$ cat config.mk
export PLATFORM = sky130hd
export DESIGN_NAME = gain_ramp_mc
export DESIGN_NICKNAME = d
export VERILOG_FILES = /design/src/rtl/gain_pkg.sv /design/src/rtl/gain_ch_dp.sv /design/src/rtl/gain_ramp_mc.sv
export SDC_FILE = /design/constraint.sdc
export NUM_CORES = 2
export LEC_CHECK = 0
export CAP_MARGIN = 40
export CORE_ASPECT_RATIO = 1.4
export CORE_MARGIN = 2
export CORE_UTILIZATION = 55
export DETAILED_ROUTE_END_ITERATION = 10
export DONT_BUFFER_PORTS = 1
export PLACE_DENSITY = 0.7
export SLEW_MARGIN = 0
export SYNTH_ARGS = -nofsm -noshare
export SYNTH_HDL_FRONTEND = slang
export SYNTH_SLANG_ARGS = --single-unit
$ cat constraint.sdc
create_clock -name clk -period 9.2 [get_ports clk]
set_input_delay 1.84 -clock clk [delete_from_list [all_inputs] [get_ports clk]]
set_output_delay 1.84 -clock clk [all_outputs]
set_load 0.02 [all_outputs]
$ cat src/rtl/gain_pkg.sv
`default_nettype none
// ============================================================================
// Module      : gain_pkg
// Description : Shared constants and helper functions for the multi-channel
//               gain ramp. It provides the following:
//                 - the unity-gain helper
//                 - the default ramp step and fractional width
//                 - the symmetric saturation limits, derived from the sample
//                   width
// Revision    : 1.0 - initial multi-channel release
// ============================================================================
package gain_pkg;

  localparam int unsigned DEF_DATA_W = 24;
  localparam int unsigned DEF_GAIN_W = 20;
  localparam int unsigned DEF_FRAC_W = 13;
  localparam int unsigned DEF_STEP   = 10;

  // A gain of 1.0 in Q(GAIN_W-FRAC_W).FRAC_W.
  function automatic longint unsigned unity_gain(input int unsigned frac_w);
    return 64'd1 << frac_w;
  endfunction

  // Largest positive magnitude that can be produced. The range is symmetric,
  // so the negative limit is the negation of this value.
  function automatic longint unsigned sat_pos(input int unsigned data_w);
    return (64'd1 << (data_w - 1)) - 64'd1;
  endfunction

  // Magnitude of the most-negative input sample (one beyond sat_pos).
  function automatic longint unsigned neg_full_mag(input int unsigned data_w);
    return 64'd1 << (data_w - 1);
  endfunction

  localparam longint unsigned DEF_SAT_POS  = sat_pos(DEF_DATA_W);
  localparam longint unsigned DEF_NEG_FULL = neg_full_mag(DEF_DATA_W);

endpackage : gain_pkg
`default_nettype wire

$ cat src/rtl/gain_ch_dp.sv
`default_nettype none
// ============================================================================
// Module      : gain_ch_dp
// Description : Single-channel two-stage gain datapath.
//               Stage 1 registers the sign of the input sample. It also
//               registers the product |x| * gain.
//               Stage 2 does the following:
//                 - truncates the product by FRAC_W
//                 - saturates the result symmetrically
//                 - restores the sign
//                 - applies mute
//               Both stages hold their contents when their enable is low.
// Ports       : clk, rst      - clock, asynchronous active-high reset
//               s1_en_i       - load stage 1 (frame accepted this cycle)
//               s2_en_i       - load stage 2 (stage 1 holds a valid frame)
//               sample_i      - signed input sample
//               gain_i        - unsigned gain used for this sample
//               mute_i        - forces the stage-2 result to zero
//               sample_o      - scaled, saturated, signed sample
//               clip_o        - saturation flag aligned with sample_o
// Revision    : 1.0 - initial multi-channel release
// ============================================================================
module gain_ch_dp
  import gain_pkg::*;
#(
  parameter int unsigned DATA_W = DEF_DATA_W,
  parameter int unsigned GAIN_W = DEF_GAIN_W,
  parameter int unsigned FRAC_W = DEF_FRAC_W
) (
  input  logic              clk,
  input  logic              rst,
  input  logic              s1_en_i,
  input  logic              s2_en_i,
  input  logic [DATA_W-1:0] sample_i,
  input  logic [GAIN_W-1:0] gain_i,
  input  logic              mute_i,
  output logic [DATA_W-1:0] sample_o,
  output logic              clip_o
);

  localparam int unsigned PROD_W = DATA_W + GAIN_W;
  localparam int unsigned Q_W    = PROD_W - FRAC_W;

  localparam logic [Q_W-1:0]    Q_MAX   = Q_W'(sat_pos(DATA_W));
  localparam logic [DATA_W-1:0] OUT_MAX = DATA_W'(sat_pos(DATA_W));

  // ---------------------------------------------------------------- stage 1
  logic [DATA_W-1:0] mag_d;
  logic [PROD_W-1:0] prod_d;
  logic [PROD_W-1:0] prod_q;
  logic              sign_q;

  // The magnitude is unsigned DATA_W bits wide. The most-negative sample
  // therefore maps exactly onto 2**(DATA_W-1) without overflow.
  assign mag_d  = sample_i[DATA_W-1] ? (-sample_i) : sample_i;
  assign prod_d = PROD_W'(mag_d) * PROD_W'(gain_i);

  always_ff @(posedge clk or posedge rst) begin
    if (rst) begin
      sign_q <= 1'b0;
      prod_q <= '0;
    end else if (s1_en_i) begin
      sign_q <= sample_i[DATA_W-1];
      prod_q <= prod_d;
    end
  end

  // ---------------------------------------------------------------- stage 2
  logic [Q_W-1:0]    q_d;
  logic              sat_d;
  logic [DATA_W-1:0] mag_sat_d;
  logic [DATA_W-1:0] out_d;
  logic              clip_d;
  logic [DATA_W-1:0] out_q;
  logic              clip_q;

  // Truncating the magnitude rounds toward zero for both signs.
  assign q_d = prod_q[PROD_W-1:FRAC_W];

  always_comb begin
    sat_d     = (q_d > Q_MAX);
    mag_sat_d = sat_d ? OUT_MAX : q_d[DATA_W-1:0];
    out_d     = '0;
    clip_d    = 1'b0;
    if (!mute_i) begin
      // A zero magnitude negates to zero, so a negative sign can never
      // produce -0.
      out_d  = sign_q ? (-mag_sat_d) : mag_sat_d;
      clip_d = sat_d;
    end
  end

  always_ff @(posedge clk or posedge rst) begin
    if (rst) begin
      out_q  <= '0;
      clip_q <= 1'b0;
    end else if (s2_en_i) begin
      out_q  <= out_d;
      clip_q <= clip_d;
    end
  end

  assign sample_o = out_q;
  assign clip_o   = clip_q;

endmodule : gain_ch_dp
`default_nettype wire

$ cat src/rtl/gain_ramp_mc.sv
`default_nettype none
// ============================================================================
// Module      : gain_ramp_mc
// Description : Multi-channel audio gain stage with per-frame gain ramping.
//               Each channel has a current-gain register. On every accepted
//               frame, the register moves toward its target by up to STEP,
//               or it snaps to the target when ramping is disabled. Each
//               frame is scaled by the current gain as it stood before that
//               frame's update. A fixed two-register valid pipeline follows
//               the per-channel datapaths.
// Ports       : clk, rst   - sample clock, asynchronous active-high reset
//               in_valid   - frame strobe
//               in_data    - CH packed signed samples
//               gain_tgt   - CH packed unsigned target gains
//               ramp_en    - 1: ramp by STEP per frame, 0: snap to target
//               mute       - zero all outputs (sampled at stage 2)
//               out_valid  - output frame strobe
//               out_data   - CH packed scaled, saturated samples
//               clip       - per-channel saturation flag
//               ramp_busy  - per-channel current gain != target gain
// Revision    : 1.0 - initial multi-channel release
// ============================================================================
module gain_ramp_mc
  import gain_pkg::*;
#(
  parameter int unsigned CH       = 2,
  parameter int unsigned DATA_W   = DEF_DATA_W,
  parameter int unsigned GAIN_W   = DEF_GAIN_W,
  parameter int unsigned FRAC_W   = DEF_FRAC_W,
  parameter int unsigned STEP     = DEF_STEP,
  parameter int unsigned GAIN_RST = 32'(unity_gain(DEF_FRAC_W))
) (
  input  logic                 clk,
  input  logic                 rst,
  input  logic                 in_valid,
  input  logic [CH*DATA_W-1:0] in_data,
  input  logic [CH*GAIN_W-1:0] gain_tgt,
  input  logic                 ramp_en,
  input  logic                 mute,
  output logic                 out_valid,
  output logic [CH*DATA_W-1:0] out_data,
  output logic [CH-1:0]        clip,
  output logic [CH-1:0]        ramp_busy
);

  localparam logic [GAIN_W-1:0] STEP_G  = GAIN_W'(STEP);
  localparam logic [GAIN_W-1:0] RESET_G = GAIN_W'(GAIN_RST);

  // -------------------------------------------------------- valid pipeline
  logic v1_q;
  logic v2_q;

  always_ff @(posedge clk or posedge rst) begin
    if (rst) begin
      v1_q <= 1'b0;
      v2_q <= 1'b0;
    end else begin
      v1_q <= in_valid;
      v2_q <= v1_q;
    end
  end

  assign out_valid = v2_q;

  // ------------------------------------------------ per-channel ramp + path
  for (genvar c = 0; c < CH; c++) begin : g_ch
    logic [GAIN_W-1:0] tgt;
    logic [GAIN_W-1:0] cur_q;
    logic [GAIN_W-1:0] cur_d;

    assign tgt = gain_tgt[c*GAIN_W +: GAIN_W];

    // Each difference is taken only in the direction where it is
    // non-negative, so the unsigned arithmetic never wraps.
    always_comb begin
      cur_d = cur_q;
      if (!ramp_en) begin
        cur_d = tgt;
      end else if (cur_q > tgt) begin
        cur_d = ((cur_q - tgt) >= STEP_G) ? (cur_q - STEP_G) : tgt;
      end else if (cur_q < tgt) begin
        cur_d = ((tgt - cur_q) >= STEP_G) ? (cur_q + STEP_G) : tgt;
      end
    end

    // The gain advances only on accepted frames. This makes the ramp rate
    // track the sample rate rather than the clock rate.
    always_ff @(posedge clk or posedge rst) begin
      if (rst) begin
        cur_q <= RESET_G;
      end else if (in_valid) begin
        cur_q <= cur_d;
      end
    end

    assign ramp_busy[c] = (cur_q != tgt);

    gain_ch_dp #(
      .DATA_W (DATA_W),
      .GAIN_W (GAIN_W),
      .FRAC_W (FRAC_W)
    ) u_dp (
      .clk      (clk),
      .rst      (rst),
      .s1_en_i  (in_valid),
      .s2_en_i  (v1_q),
      .sample_i (in_data[c*DATA_W +: DATA_W]),
      .gain_i   (cur_q),
      .mute_i   (mute),
      .sample_o (out_data[c*DATA_W +: DATA_W]),
      .clip_o   (clip[c])
    );
  end

endmodule : gain_ramp_mc
`default_nettype wire

# After elaboration in Yosys (flattened, before gate mapping)

Cells that the tools add are included.

Bits of input ports: 93
Output and inout port bits: 53
Register bits after elaboration: 182

Multiplexer cells: 20
Equality and inequality tests: 4
Magnitude comparators: 10
$add $sub $neg: 12
Multipliers: 2
Reductions and logical operators: 2

Operators with widths:

| operator              | count |
|---|---|
| $mux 20               | 10 |
| $mux 24               | 8 |
| $neg 24->24           | 4 |
| $mul 24x20->44        | 2 |
| $ge 20x4->1 const B   | 4 |
| $sub 20x20->20        | 4 |
| $gt 31x23->1 const B  | 2 |
| $add 20x4->20 const B | 2 |
| $gt 20x20->1          | 2 |
| $lt 20x20->1          | 2 |
| $ne 20x20->1          | 2 |
| $sub 20x4->20 const B | 2 |
| $ne 3x1->1 const B    | 2 |
| $reduce_and 2->1      | 2 |
| $mux 1                | 2 |

# Depth between registers and ports, before layout

Word-level depth: 6
Gate-level depth with buffers: 35

# Modules after synthesis

Synthesis repeated with hierarchy kept, for this count alone.

Cells, all modules: 5342
Area, all modules: 45631.3 µm²

By module, submodules not included:

| module                    | area an instance (µm²) | cells an instance | times used |
|---|---|---|---|
| gain_ch_dp (g_ch[1].u_dp) | 18716.7                | 2121              | 1 |
| gain_ch_dp (g_ch[0].u_dp) | 18596.6                | 2084              | 1 |
| gain_ramp_mc              | 8318.0                 | 1137              | 1 |

# Worst setup path after synthesis

No wires, ideal clock.

Path kind: in2reg
From: input port in_data[0]
To: register g_ch[0].u_dp.prod_q[34]
Cell stages on the path: 33
Data required time: 9.075 ns
Setup slack: -1.151 ns
Buffers on the path: 2
Arrival time: 10.226 ns
Cells stage by stage: clkbuf_1 inv_1 clkbuf_1 ha_1 nand2_1 o41ai_1 xor2_1 nor2_1 fa_1 fa_1 inv_1 fa_1 inv_1 fa_1 inv_1 fa_1 inv_1 fa_1 inv_1 fa_1 inv_1 ha_1 a21o_1 a21o_1 a21o_1 a221o_1 a211oi_1 o41ai_1 a21oi_1 o21ai_0 a211oi_1 xnor2_1 mux2_2

Longest elaborated chain between the ends: 3

RTL lines:

| item                   | RTL line           | text |
|---|---|---|
| start: declaration     | gain_ramp_mc.sv:36 | `input logic [CH*DATA_W-1:0] in_data,` |
| $neg 24->24            | gain_ch_dp.sv:55   | `assign mag_d = sample_i[DATA_W-1] ? (-sample_i) : sample_i;` |
| $mux 24 (*)            | gain_ch_dp.sv:55   |  |
| $mul 24x20->44 (*)     | gain_ch_dp.sv:56   | `assign prod_d = PROD_W'(mag_d) * PROD_W'(gain_i);` |
| end signal: assignment | gain_ch_dp.sv:64   | `prod_q <= prod_d;` |
| end: declaration       | gain_ch_dp.sv:50   | `logic [PROD_W-1:0] prod_q;` |

Every way passes the cells marked *; elsewhere a longest branch is shown, timed or not.
A chain may end at the register's enable or synchronous reset.

# Worst setup path in the final report

From: input port in_data[26]
To: register g_ch[1].u_dp.prod_q[43]

Longest elaborated chain between the ends: 3

RTL lines:

| item                   | RTL line |
|---|---|
| $neg 24->24            | gain_ch_dp.sv:55 |
| $mux 24 (*)            | gain_ch_dp.sv:55 |
| $mul 24x20->44 (*)     | gain_ch_dp.sv:56 |
| end signal: assignment | gain_ch_dp.sv:64 |
| end: declaration       | gain_ch_dp.sv:50 |

Marks and branches as above.

==> reports/qor.yml <==
clock_network:
  cts_hold_buf: 0
  ctsHtreeMaxLevel: 4
  cts.clk_slew.worst_paths_ns: 0.07
  cts-buffers-inserted: 17
  clkSinkCount: 156
  root_buffer: "clkbuf_16"
  worst_skew_pair.late_latency_ns: 0.48
  maximum_count_of_clock_buffers_along_a_single_path: 2
  cts_tree: "done"
routing:
  route.detailed.drc: 0
  route.met3.wl_mm: 9.81
  detailed_route_wire_length_per_cell_um: 22.2
  top_signal_layer_used: "met5"
  initialDrtViolationCount: 2986
  wl_on_met1_mm: 47.5
  wirelength_mm: 145
  ant_nets_after_route: 0
  iteration_count_of_the_initial_detailed_routing_pass: 8
  routed_via_density: 5.93
  routed-via-count: 38700
  dr_wl_met2_mm: 72.4
flow_run:
  max_cap_violations: 0
sta:
  crit_share_post_route_pct: 100
  finalWorstSetupSlack_ns: -0.00605
  rsz0062_at_grt: "yes"
  finClkSkew_ns: 0.0271
  timing.final.hold_violations: 0
  max-slew-margin-rel_pct: 36.5
  final.min_clock_period_ns: 9.21
  report.final.setup_viol: 1
  timing.final.max_slew_violations: 0
  worst_slew_pin_slew_ns: 0.946
  fmax_ghz: 0.109
global_route:
  grt_pass1_wl_mm: 228
  grt_remaining_overflow: 0
  globalRouteTotalUtil_pct: 35.7
  grt_start_max_net_pins: 94
  antenna_violations_before_repair: 2
  first_global_vias: 42000
worst_setup_path:
  rrSetupSlack_ns: 1.52
  timing_worst_setup_path_type: "input port to flip-flop"
  path_max_fanout: 6
  cp_data_arrival_time_ns: 9.54
  critPathMaxStageDelay_ns: 0.54
  worst_path_max_delay_cell: "fa_1"
  worstPathRequired_ns: 9.53
  dominant_cell_type_by_count_on_the_critical_path: "fa_1"
  crit_path_start_kind: "input port"
  endpoint_kind: "flip-flop"
placed_design:
  gpl.final_weighted_congestion: 0.981
  port_buffers: 0
  post-place-cells: 6453
  dp.final_hpwl_mm: 117
finish:
  finish.net_count: 6710
  mostFrequentLayoutCell: "inv_1"
  syn2layout_area_growth_pct: 11.7
  filler_cell_count: 7012
  layout.cells.most_common_list: "inv_1 (998), fa_1 (772), nand2_1 (620), nor2_1 (410), buf_4 (393)"
  multi_input_comb_area_mm2: 0.0367
  final_core_util_pct: 61.9
  ff_latch_area_mm2: 0.00391
  drive_above_1_share_pct: 12.7
  finalNonFillerCells: 6518
outcome:
  violated_checks: "setup timing"
  outcome: "finished with violations"
floorplan:
  die_area_mm2: 0.0833
  initial_core_util_pct: 55.4
  boundaryPins: 146
  die-height_um: 341
  fp-row-count: 123
  core_area_mm2: 0.0803
  die_width_um: 244
logic_synthesis:
  synthesis.nets: 6550
  syn_area_mm2: 0.0445
  synthArstFlopShare_pct: 100
  synth-main-ff-cell: "dfrtp_1"
  warnings_from_yosys: 0
  syn_area_per_cell_um2: 8.43
  yosys_register_bits: 156
  seq_area_frac_synth_pct: 8.77
  netlist-cell-type-count: 81
  number_of_flops_mapped_to_enable_cells_by_yosys: 0
  postSynthCellCount: 5281
worst_hold_path:
  min-delay-path-class: "flip-flop to flip-flop"
## layer usage
layer  up-vias  track usage (%)
li1      17000                -
met1     19200             37.0
met2      1788             63.2
met3       698             5.39
met4         2             30.0
met5         -                0
## sequential cells by signal, indices dropped and copies added (netlist names)
name / count
g_ch.cur_q: 40
g_ch.u_dp.sign_q: 2
g_ch.u_dp.prod_q: 62
g_ch.u_dp.sample_o: 48
v1_q: 1
out_valid: 1
g_ch.u_dp.clip_o: 2
## cell families (layout without fill, tap and decap cells)
family	count (synthesis)	in the layout	share of synthesized area (%)
and+or+nand+nor	1616	1616	16.8
buffers and inverters	1292	1465	10.9
muxes	87	87	2.15
other	0	2	0
AOI/OAI and AO/OA	756	756	11.2
xor gates and xnor gates	198	198	3.89
adders and majority gates	1176	1176	46.3
DFF	156	156	8.77
## synth_stat cells, types with 23 or more instances
cell type | number | share of area, %
inv_1 | 1009 | 8.5
fa_1 | 786 | 35
nand2_1 | 627 | 5.3
nor2_1 | 422 | 3.6
ha_1 | 390 | 11
clkbuf_1 | 262 | 2.2
and2_1 | 244 | 3.4
a21oi_1 | 186 | 2.1
dfrtp_1 | 154 | 8.7
xnor2_1 | 140 | 2.8
o21ai_0 | 134 | 1.5
a21o_1 | 80 | 1.3
mux2_2 | 70 | 1.8
nor3_1 | 61 | 0.69
o22ai_1 | 58 | 0.81
xor2_1 | 58 | 1.1
nand3_1 | 52 | 0.58
a211oi_1 | 47 | 0.79
nand4_1 | 38 | 0.53
nor4_1 | 33 | 0.46
nand2b_1 | 24 | 0.34
o31ai_1 | 24 | 0.40
o211ai_1 | 23 | 0.39
## cell type report
class	instances	share of cell area [%]
Antenna cell	2	0.0101
Timing Repair Buffer	415	6.63
Clock inverter	14	0.395
Multi-Input combinational cell	3833	73.9
Sequential cell	156	7.85
Clock buffer	18	0.863
Tap cell	1062	2.67
Inverter	1018	7.71
## critical path, delay by kind of cell
family / cells / cell delay, ns
AOI/OAI and AO/OA: 10 / 2.42
muxes: 1 / 0.26
xor gates and xnor gates: 2 / 0.27
adders and majority gates: 8 / 3.72
buffers and inverters: 5 / 0.42
and+or+nand+nor: 3 / 0.60
## stage by stage
step | setup TNS (ns) | cell area [um^2] | worst slack [ns] | hold WS, ns
floorplan | -0.451 | 45000 | -0.145 | 0.352
global placement | -9.84 | 48100 | -0.544 | 0.492
detailed placement | -14.68 | 48200 | -0.706 | 0.495
CTS | -0.0291 | 49000 | -0.0291 | 0.511
global route | -2.70 | 49700 | -0.297 | 0.537
finish | -0.00605 | 49700 | -0.00605 | 0.508
## repair_timing
action / in CTS / in global routing
pin swaps: 28 / 70
resized for setup: 16 / 114
setup buffers: 7 / 25
endpoints found under the setup margin: 10 / 35
## path summary, 6_finish.rpt
check | depth (start not counted) | from | end
min reg2reg | 2 | g_ch[0].u_dp.prod_q[38] | g_ch[0].u_dp.prod_q[38]
max | 29 | in_data[26] | g_ch[1].u_dp.prod_q[43]
min in group asynchronous | 1 | rst | g_ch[1].u_dp.sample_o[3]
max in group asynchronous | 3 | rst | g_ch[0].cur_q[13]
max reg2reg | 23 | g_ch[1].cur_q[2] | g_ch[1].u_dp.prod_q[43]
min | 2 | g_ch[0].u_dp.prod_q[38] | g_ch[0].u_dp.prod_q[38]
Power is left out: the tool's default activity adds up to more than one toggle a clock period on the data nets, which glitch-free logic cannot reach.
